File: src/rtl/excp_commit_pkg.sv
// Shared definitions for the commit stage: exception codes, CSR op
// encodings, translation-mode CSR numbers and the CSR exception bus layout.
package excp_commit_pkg;

  localparam int CSR_BUS_WD = 82;

  localparam logic [5:0] ECODE_INT  = 6'h00;
  localparam logic [5:0] ECODE_ADEF = 6'h08;
  localparam logic [5:0] ECODE_ALE  = 6'h09;
  localparam logic [5:0] ECODE_SYS  = 6'h0B;
  localparam logic [5:0] ECODE_BRK  = 6'h0C;
  localparam logic [5:0] ECODE_INE  = 6'h0D;

  localparam logic [1:0] CSR_OP_NONE = 2'd0;
  localparam logic [1:0] CSR_OP_RD   = 2'd1;
  localparam logic [1:0] CSR_OP_WR   = 2'd2;
  localparam logic [1:0] CSR_OP_XCHG = 2'd3;

  localparam logic [13:0] CSR_CRMD = 14'h000;
  localparam logic [13:0] CSR_DMW0 = 14'h180;
  localparam logic [13:0] CSR_DMW1 = 14'h181;

  // Bit positions inside the per-instruction exception flag vector
  localparam int EXCP_ADEF = 0;
  localparam int EXCP_INE  = 1;
  localparam int EXCP_SYS  = 2;
  localparam int EXCP_BRK  = 3;
  localparam int EXCP_ALE  = 4;

  typedef enum logic {ST_RUN, ST_DRAIN} state_e;

  typedef struct packed {
    logic [31:0] pc;
    logic [4:0]  excp;
    logic [31:0] badv;
    logic        ertn;
    logic [1:0]  csr_op;
    logic [13:0] csr_num;
    logic [31:0] rd_val;
    logic [31:0] rj_val;
    logic [31:0] res;
  } buf_t;

  typedef struct packed {
    logic        is_etrn;
    logic        in_excp;
    logic [5:0]  ecode;
    logic [8:0]  subecode;
    logic [31:0] era;
    logic        use_badv;
    logic [31:0] badv;
  } csr_bus_t;

  // CSRXCHG: bits selected by mask come from rd, the rest keep the CSR value
  function automatic logic [31:0] xchg_merge(input logic [31:0] wd,
                                             input logic [31:0] cur,
                                             input logic [31:0] mask);
    return (wd & mask) | (cur & ~mask);
  endfunction

  // CSRs whose update changes address translation and needs a refetch
  function automatic logic is_mode_csr(input logic [13:0] num);
    return (num == CSR_CRMD) || (num == CSR_DMW0) || (num == CSR_DMW1);
  endfunction

endpackage

File: src/rtl/excp_commit_prio.sv
// Priority resolver for interrupt and per-instruction exception flags.
// Interrupt beats every synchronous exception; among those ADEF is highest.
module excp_commit_prio
  import excp_commit_pkg::*;
(
  input  logic       have_intrpt_i,
  input  logic [4:0] excp_i,
  output logic       hit_o,
  output logic [5:0] ecode_o,
  output logic       use_badv_o,
  output logic       badv_sel_o   // 0: faulting pc, 1: data address
);

  // First matching source wins
  always_comb begin
    hit_o      = 1'b1;
    ecode_o    = ECODE_INT;
    use_badv_o = 1'b0;
    badv_sel_o = 1'b0;
    if (have_intrpt_i) begin
      ecode_o = ECODE_INT;
    end else if (excp_i[EXCP_ADEF]) begin
      ecode_o    = ECODE_ADEF;
      use_badv_o = 1'b1;
    end else if (excp_i[EXCP_INE]) begin
      ecode_o = ECODE_INE;
    end else if (excp_i[EXCP_SYS]) begin
      ecode_o = ECODE_SYS;
    end else if (excp_i[EXCP_BRK]) begin
      ecode_o = ECODE_BRK;
    end else if (excp_i[EXCP_ALE]) begin
      ecode_o    = ECODE_ALE;
      use_badv_o = 1'b1;
      badv_sel_o = 1'b1;
    end else begin
      hit_o = 1'b0;
    end
  end

endmodule

File: src/rtl/excp_commit.sv
// Single-entry commit stage between EXE and WB. Owns the CSR write port and
// the exception bus, resolves exceptions/interrupts, performs CSR
// read-modify-write, and flushes the pipeline followed by a drain window.
module excp_commit
  import excp_commit_pkg::*;
#(
  parameter int unsigned FLUSH_CYCLES = 2
) (
  input  logic                  clk,
  input  logic                  rst,
  input  logic                  in_valid,
  output logic                  in_ready,
  input  logic [31:0]           in_pc,
  input  logic [4:0]            in_excp,
  input  logic [31:0]           in_badv,
  input  logic                  in_ertn,
  input  logic [1:0]            in_csr_op,
  input  logic [13:0]           in_csr_num,
  input  logic [31:0]           in_rd_val,
  input  logic [31:0]           in_rj_val,
  input  logic [31:0]           in_res,
  output logic                  out_valid,
  input  logic                  out_ready,
  output logic [31:0]           out_res,
  output logic [13:0]           csr_raddr,
  input  logic [31:0]           csr_rdata,
  output logic [13:0]           csr_waddr,
  output logic                  csr_wen,
  output logic [31:0]           csr_wdata,
  output logic [CSR_BUS_WD-1:0] csr_bus,
  input  logic                  have_intrpt,
  input  logic [31:0]           excp_pc,
  input  logic                  jump_excp_fail,
  output logic                  flush,
  output logic [31:0]           flush_pc
);

  localparam logic [3:0] DRAIN_LOAD = 4'(FLUSH_CYCLES);

  state_e     state_q, state_d;
  logic [3:0] cnt_q, cnt_d;
  logic       buf_valid_q, buf_valid_d;
  buf_t       buf_q, buf_d;

  logic       commit, accept, csr_wr_op;
  logic       hit, use_badv, badv_sel;
  logic [5:0] ecode;
  csr_bus_t   bus;

  excp_commit_prio u_prio (
    .have_intrpt_i (have_intrpt),
    .excp_i        (buf_q.excp),
    .hit_o         (hit),
    .ecode_o       (ecode),
    .use_badv_o    (use_badv),
    .badv_sel_o    (badv_sel)
  );

  assign commit    = buf_valid_q && out_ready;
  assign csr_wr_op = (buf_q.csr_op == CSR_OP_WR) || (buf_q.csr_op == CSR_OP_XCHG);
  // A handshake in the flush cycle belongs to a squashed younger instruction
  assign accept    = in_valid && in_ready && !flush;

  // Control state: FSM, drain counter and buffer occupancy
  always_ff @(posedge clk) begin
    if (rst) begin
      state_q     <= ST_RUN;
      cnt_q       <= '0;
      buf_valid_q <= 1'b0;
    end else begin
      state_q     <= state_d;
      cnt_q       <= cnt_d;
      buf_valid_q <= buf_valid_d;
    end
  end

  // Buffer payload; meaningful only while buf_valid_q is set
  always_ff @(posedge clk) begin
    buf_q <= buf_d;
  end

  // Buffer load and occupancy next-state
  always_comb begin
    buf_d       = buf_q;
    buf_valid_d = buf_valid_q;
    if (commit) buf_valid_d = 1'b0;
    if (accept) begin
      buf_valid_d = 1'b1;
      buf_d = '{pc: in_pc, excp: in_excp, badv: in_badv, ertn: in_ertn,
                csr_op: in_csr_op, csr_num: in_csr_num, rd_val: in_rd_val,
                rj_val: in_rj_val, res: in_res};
    end
  end

  // RUN/DRAIN next-state: a flush opens a drain window of DRAIN_LOAD cycles
  always_comb begin
    state_d = state_q;
    cnt_d   = cnt_q;
    case (state_q)
      ST_RUN: begin
        if (flush) begin
          state_d = ST_DRAIN;
          cnt_d   = DRAIN_LOAD;
        end
      end
      ST_DRAIN: begin
        cnt_d = cnt_q - 4'd1;
        if (cnt_q <= 4'd1) begin
          state_d = ST_RUN;
          cnt_d   = '0;
        end
      end
      default: begin
        state_d = ST_RUN;
        cnt_d   = '0;
      end
    endcase
  end

  // Outputs: all CSR side effects and flushes are qualified by commit
  always_comb begin
    in_ready  = (state_q == ST_RUN) && (!buf_valid_q || commit);
    out_valid = buf_valid_q;
    csr_raddr = buf_q.csr_num;
    csr_waddr = buf_q.csr_num;
    csr_wdata = (buf_q.csr_op == CSR_OP_XCHG) ?
                xchg_merge(buf_q.rd_val, csr_rdata, buf_q.rj_val) : buf_q.rd_val;
    // A CSR-file conflict blocks the write rather than corrupting state
    csr_wen   = commit && !hit && csr_wr_op && !jump_excp_fail;

    if (hit)                              out_res = '0;
    else if (buf_q.csr_op != CSR_OP_NONE) out_res = csr_rdata;
    else                                  out_res = buf_q.res;

    bus = '0;
    if (commit && (hit || buf_q.ertn)) begin
      bus.is_etrn  = !hit && buf_q.ertn;
      bus.in_excp  = hit;
      bus.ecode    = hit ? ecode : 6'd0;
      bus.subecode = '0;
      bus.era      = buf_q.pc;
      bus.use_badv = hit && use_badv;
      bus.badv     = (hit && use_badv) ? (badv_sel ? buf_q.badv : buf_q.pc) : 32'd0;
    end
    csr_bus = bus;

    flush    = commit && (hit || buf_q.ertn ||
                          (csr_wr_op && is_mode_csr(buf_q.csr_num)));
    flush_pc = (hit || buf_q.ertn) ? excp_pc : buf_q.pc + 32'd4;
  end

endmodule

File: config.mk
export PLATFORM = sky130hd
export DESIGN_NAME = excp_commit
export DESIGN_NICKNAME = d
export VERILOG_FILES = /design/src/rtl/excp_commit_pkg.sv /design/src/rtl/excp_commit_prio.sv /design/src/rtl/excp_commit.sv
export SDC_FILE = /design/constraint.sdc
export NUM_CORES = 1
export LEC_CHECK = 0
export CORE_AREA = 2 2 181 183
export CTS_BUF_LIST = sky130_fd_sc_hd__clkbuf_16
export CTS_CLUSTER_DIAMETER = 50
export DETAILED_ROUTE_END_ITERATION = 10
export DIE_AREA = 0 0 183 185
export GPL_TIMING_DRIVEN = 0
export HOLD_SLACK_MARGIN = 0.08
export PLACE_DENSITY = 0.7
export SYNTH_ARGS = -nofsm -noshare
export SYNTH_HDL_FRONTEND = slang
export SYNTH_SLANG_ARGS = --single-unit
File: constraint.sdc
create_clock -name clk -period 16.15 [get_ports clk]
set_input_delay 3.23 -clock clk [delete_from_list [all_inputs] [get_ports clk]]
set_output_delay 3.23 -clock clk [all_outputs]
set_load 0.1 [all_outputs]
==> summary.md <==
| Metric | Value |
|---|---|
| Area grow syn2layout | 65.8% |
| Layout fillers | 2998 |
| Post-CTS setup buffer count | 0 |
| Port bufs | 450 |
| Worst vdd ir | 0.0000556 V |
| Multi-input logic area | 2700 um^2 |
| DRC viols | 0 |
| Routed wire length | 31800 um |
| Mapped Cells | between 700 and 800 |
| First-pass GRT wire length | 45100 um |
| Grt total ovfl | 0 |
| Startpoint types | input port |
| Layout Utilization | 0.451 |
| Setup Skew | about 0.015 ns |
| Clock sink count | 188 |
| Worst-Skew Late Latency | roughly 0.43 ns |
| Fmax achieved | 103 MHz |
| CTS clock-pin slew for the worst setup and hold paths | 0.07 ns |
| Initial drt markers | about 260 |
| Initial antenna violation count | 2 |
| YS warnings | 0 |
| Final Critical Period | a little under 10 ns |
| RSZ-0062 raised after global routing | no |
| Mapped Area | ~8700 um^2 |
| Max_cap viols | 0 |
| Setup TNS | 0 ns |
| PD cells | 94.4 nW/um^2 |
| Largest net degree at the start of global routing | 31 |
| Die W | 183 um |
| Root Driver | clkbuf_16 |
| Outcome | finished, final reports clean |
| Register Area | between 5000 and 6000 um^2 |
| DR vias | roughly 7.5k |
| Final setup fails | 0 |
| Element type at the critical path end | output pin |
| Post-CTS Resized | 0 |
| Hold Path Class | register to register |
| WL per Instance | roughly 19 um |
| Tot Pwr | approximately 1400 uW |
| Setup slack after layout | about 6.4 ns |
| GRT Util Overall | 0.181 |
| CTS Hold Bufs | 0 |
| CP arrival | 6.52 ns |
| Post-synthesis sequential area ratio | 0.640 |
| Worst Max-Slew Pin Slew | approximately 1.0 ns |
| Core region area | 32000 um^2 |
| Worst-path fanout max | 10 |
| Placer Congestion | about 0.87 |
| DRT antenna net count | 0 |
| Max_slew headroom | 0.300 |
| Chip height | about 190 um |
| Clock Path Buffers | 2 |
| Row count | 66 |
| LEAKAGE | ~0.0052 uW |
| Vias in the first global route | ~7.8k |
| CTS tree | built |
| DP Wirelength | between 20000 and 30000 um |
| Synth cell types | 42 |
| Fin. max-slew vios | 0 |
| #FFs+latches synth | approximately 190 |
| Final period util | 0.604 |
| Drt first pass iters | 5 |
| Layout cells sized above 1 | 0.0959 |
| Avg Cell Area, Syn | about 11 um^2 |
| Initial core utilization | 0.272 |
| Fin. Hold Viols | 0 |
| Total Nets Final | approximately 1.5k |
| H-tree depth | 4 |
| Io pins | between 400 and 500 |
| Routed vias/inst | ~4.5 |
| TritonCTS Buffers | 17 |
| DP Worst Slack | roughly 6.4 ns |
| Die Outline Area | about 34000 um^2 |
| WP data required | between 10 and 15 ns |
| CP Class | input port to output pin |
cell usage after synthesis (all sizes together):
library cell / n / area, um^2
o31a: 1 / 8.76
nand2b: 3 / 26.3
nand3: 13 / 65.1
nor2: 53 / 199
nor4: 6 / 50.0
nor4b: 2 / 17.5
or3: 3 / 18.8
conb: 1 / 3.75
o311a: 1 / 10.0
inv: 9 / 33.8
nor3: 11 / 55.1
and3: 1 / 6.26
or2: 2 / 12.5
a211oi: 2 / 15.0
nand4b: 1 / 8.76
nand2: 176 / 661
o21a: 1 / 7.51
or4: 1 / 11.3
buf: 48 / 355
nand4: 7 / 43.8
edfxtp: 182 / 5470
and2: 34 / 213
a221o: 1 / 10.0
ha: 3 / 37.5
o22ai: 3 / 18.8
xor2: 20 / 175
and4: 1 / 8.76
dfxtp: 6 / 120
nand3b: 2 / 15.0
clkbuf: 27 / 101
xnor2: 9 / 78.8
mux2: 32 / 360
nor2b: 2 / 12.5
o21ai: 22 / 110
a31oi: 1 / 6.26
a21oi: 76 / 380
stage by stage:
stage / cells / hold WS [ns] / area (um^2)
final: 1671 / 0.515 / 14500
after floorplan: 773 / 0.451 / 8760
after global placement: 1631 / 0.473 / 13800
after detailed placement: 1638 / 0.490 / 13900
after CTS: 1670 / 0.509 / 14500
after global routing: 1671 / 0.559 / 14500
power by group:
group	internal, uW	leakage, uW	switching [uW]
logic	121	0.00316	240
registers	577	0.00179	21.5
clock network	201	0.000267	205
total	899	0.00522	467
logic make-up (layout without fill, tap and decap cells):
family          count (synthesis)  in the layout  share of synthesized area
fa+ha+maj                       3              3                    0.00430
flops                         188            188                      0.640
simple gates                  318            318                      0.163
xor+xnor                       29             29                     0.0291
buf+inv                        84            573                     0.0562
mux                            32             32                     0.0413
other cells                     1             12                   0.000430
compound gates                108            108                     0.0650
critical path: stages:
cell and delay (ns):
clkdlybuf4s50_1 0.48, nand2_1 0.26, or3_1 0.43, clkbuf_1 0.26, clkbuf_1 0.30, a21oi_1 0.35
clkdlybuf4s50_1 1.21
registers in the layout, indices dropped and copies added (netlist names):
register	cells
csr_raddr	14
cnt_q	4
buf_q	168
out_valid	1
state_q	1
cell type report:
cell class	instances	area share
well taps	408	0.0353
clock inverters	15	0.00779
inverters	9	0.00234
repair buffers	457	0.321
multi-input cells	501	0.186
plain buffers	75	0.0316
diodes	1	0.000173
flip-flops and latches	188	0.386
clock buffers	17	0.0294
path summary, 6_finish.rpt:
check,slack (ns),endpoint,start,cells past startpoint
max reg2reg,12.52,buf_q[80]$_DFFE_PP_,buf_q[146]$_DFFE_PP_,9
min reg2reg,0.52,cnt_q[0]$_SDFFE_PP0P_,cnt_q[0]$_SDFFE_PP0P_,1
min,0.52,cnt_q[0]$_SDFFE_PP0P_,cnt_q[0]$_SDFFE_PP0P_,1
max,6.40,csr_bus[29],out_ready,7
layer usage:
layer | wire, um | up-vias | part of all wire | GRT usage
met5 | 13 | - | 0.00041 | 0
met4 | 1080 | 2 | 0.034 | 0.0749
met1 | 11100 | 3492 | 0.35 | 0.184
met2 | 16800 | 387 | 0.53 | 0.341
li1 | - | 3601 | - | -
met3 | 2740 | 58 | 0.086 | 0.0578
placed cells by master (no fill, tap or decap), types with 3 or more instances in the layout:
master	count
clkdlybuf4s50_1	450
edfxtp_1	182
nand2_1	176
a21oi_1	75
nor2_1	53
buf_4	39
and2_1	34
mux2_2	32
clkbuf_1	27
xor2_1	20
clkbuf_16	17
o21ai_0	14
nand3_1	13
nor3_1	11
conb_1	11
inv_1	9
xnor2_1	9
o21ai_1	8
nand4_1	7
inv_6	6
dfxtp_1	6
buf_12	6
buf_2	5
nor4_1	4
clkinv_1	4
or3_1	3
buf_6	3
o22ai_1	3
ha_1	3
Note: power is estimated with default switching activity, not from simulation.
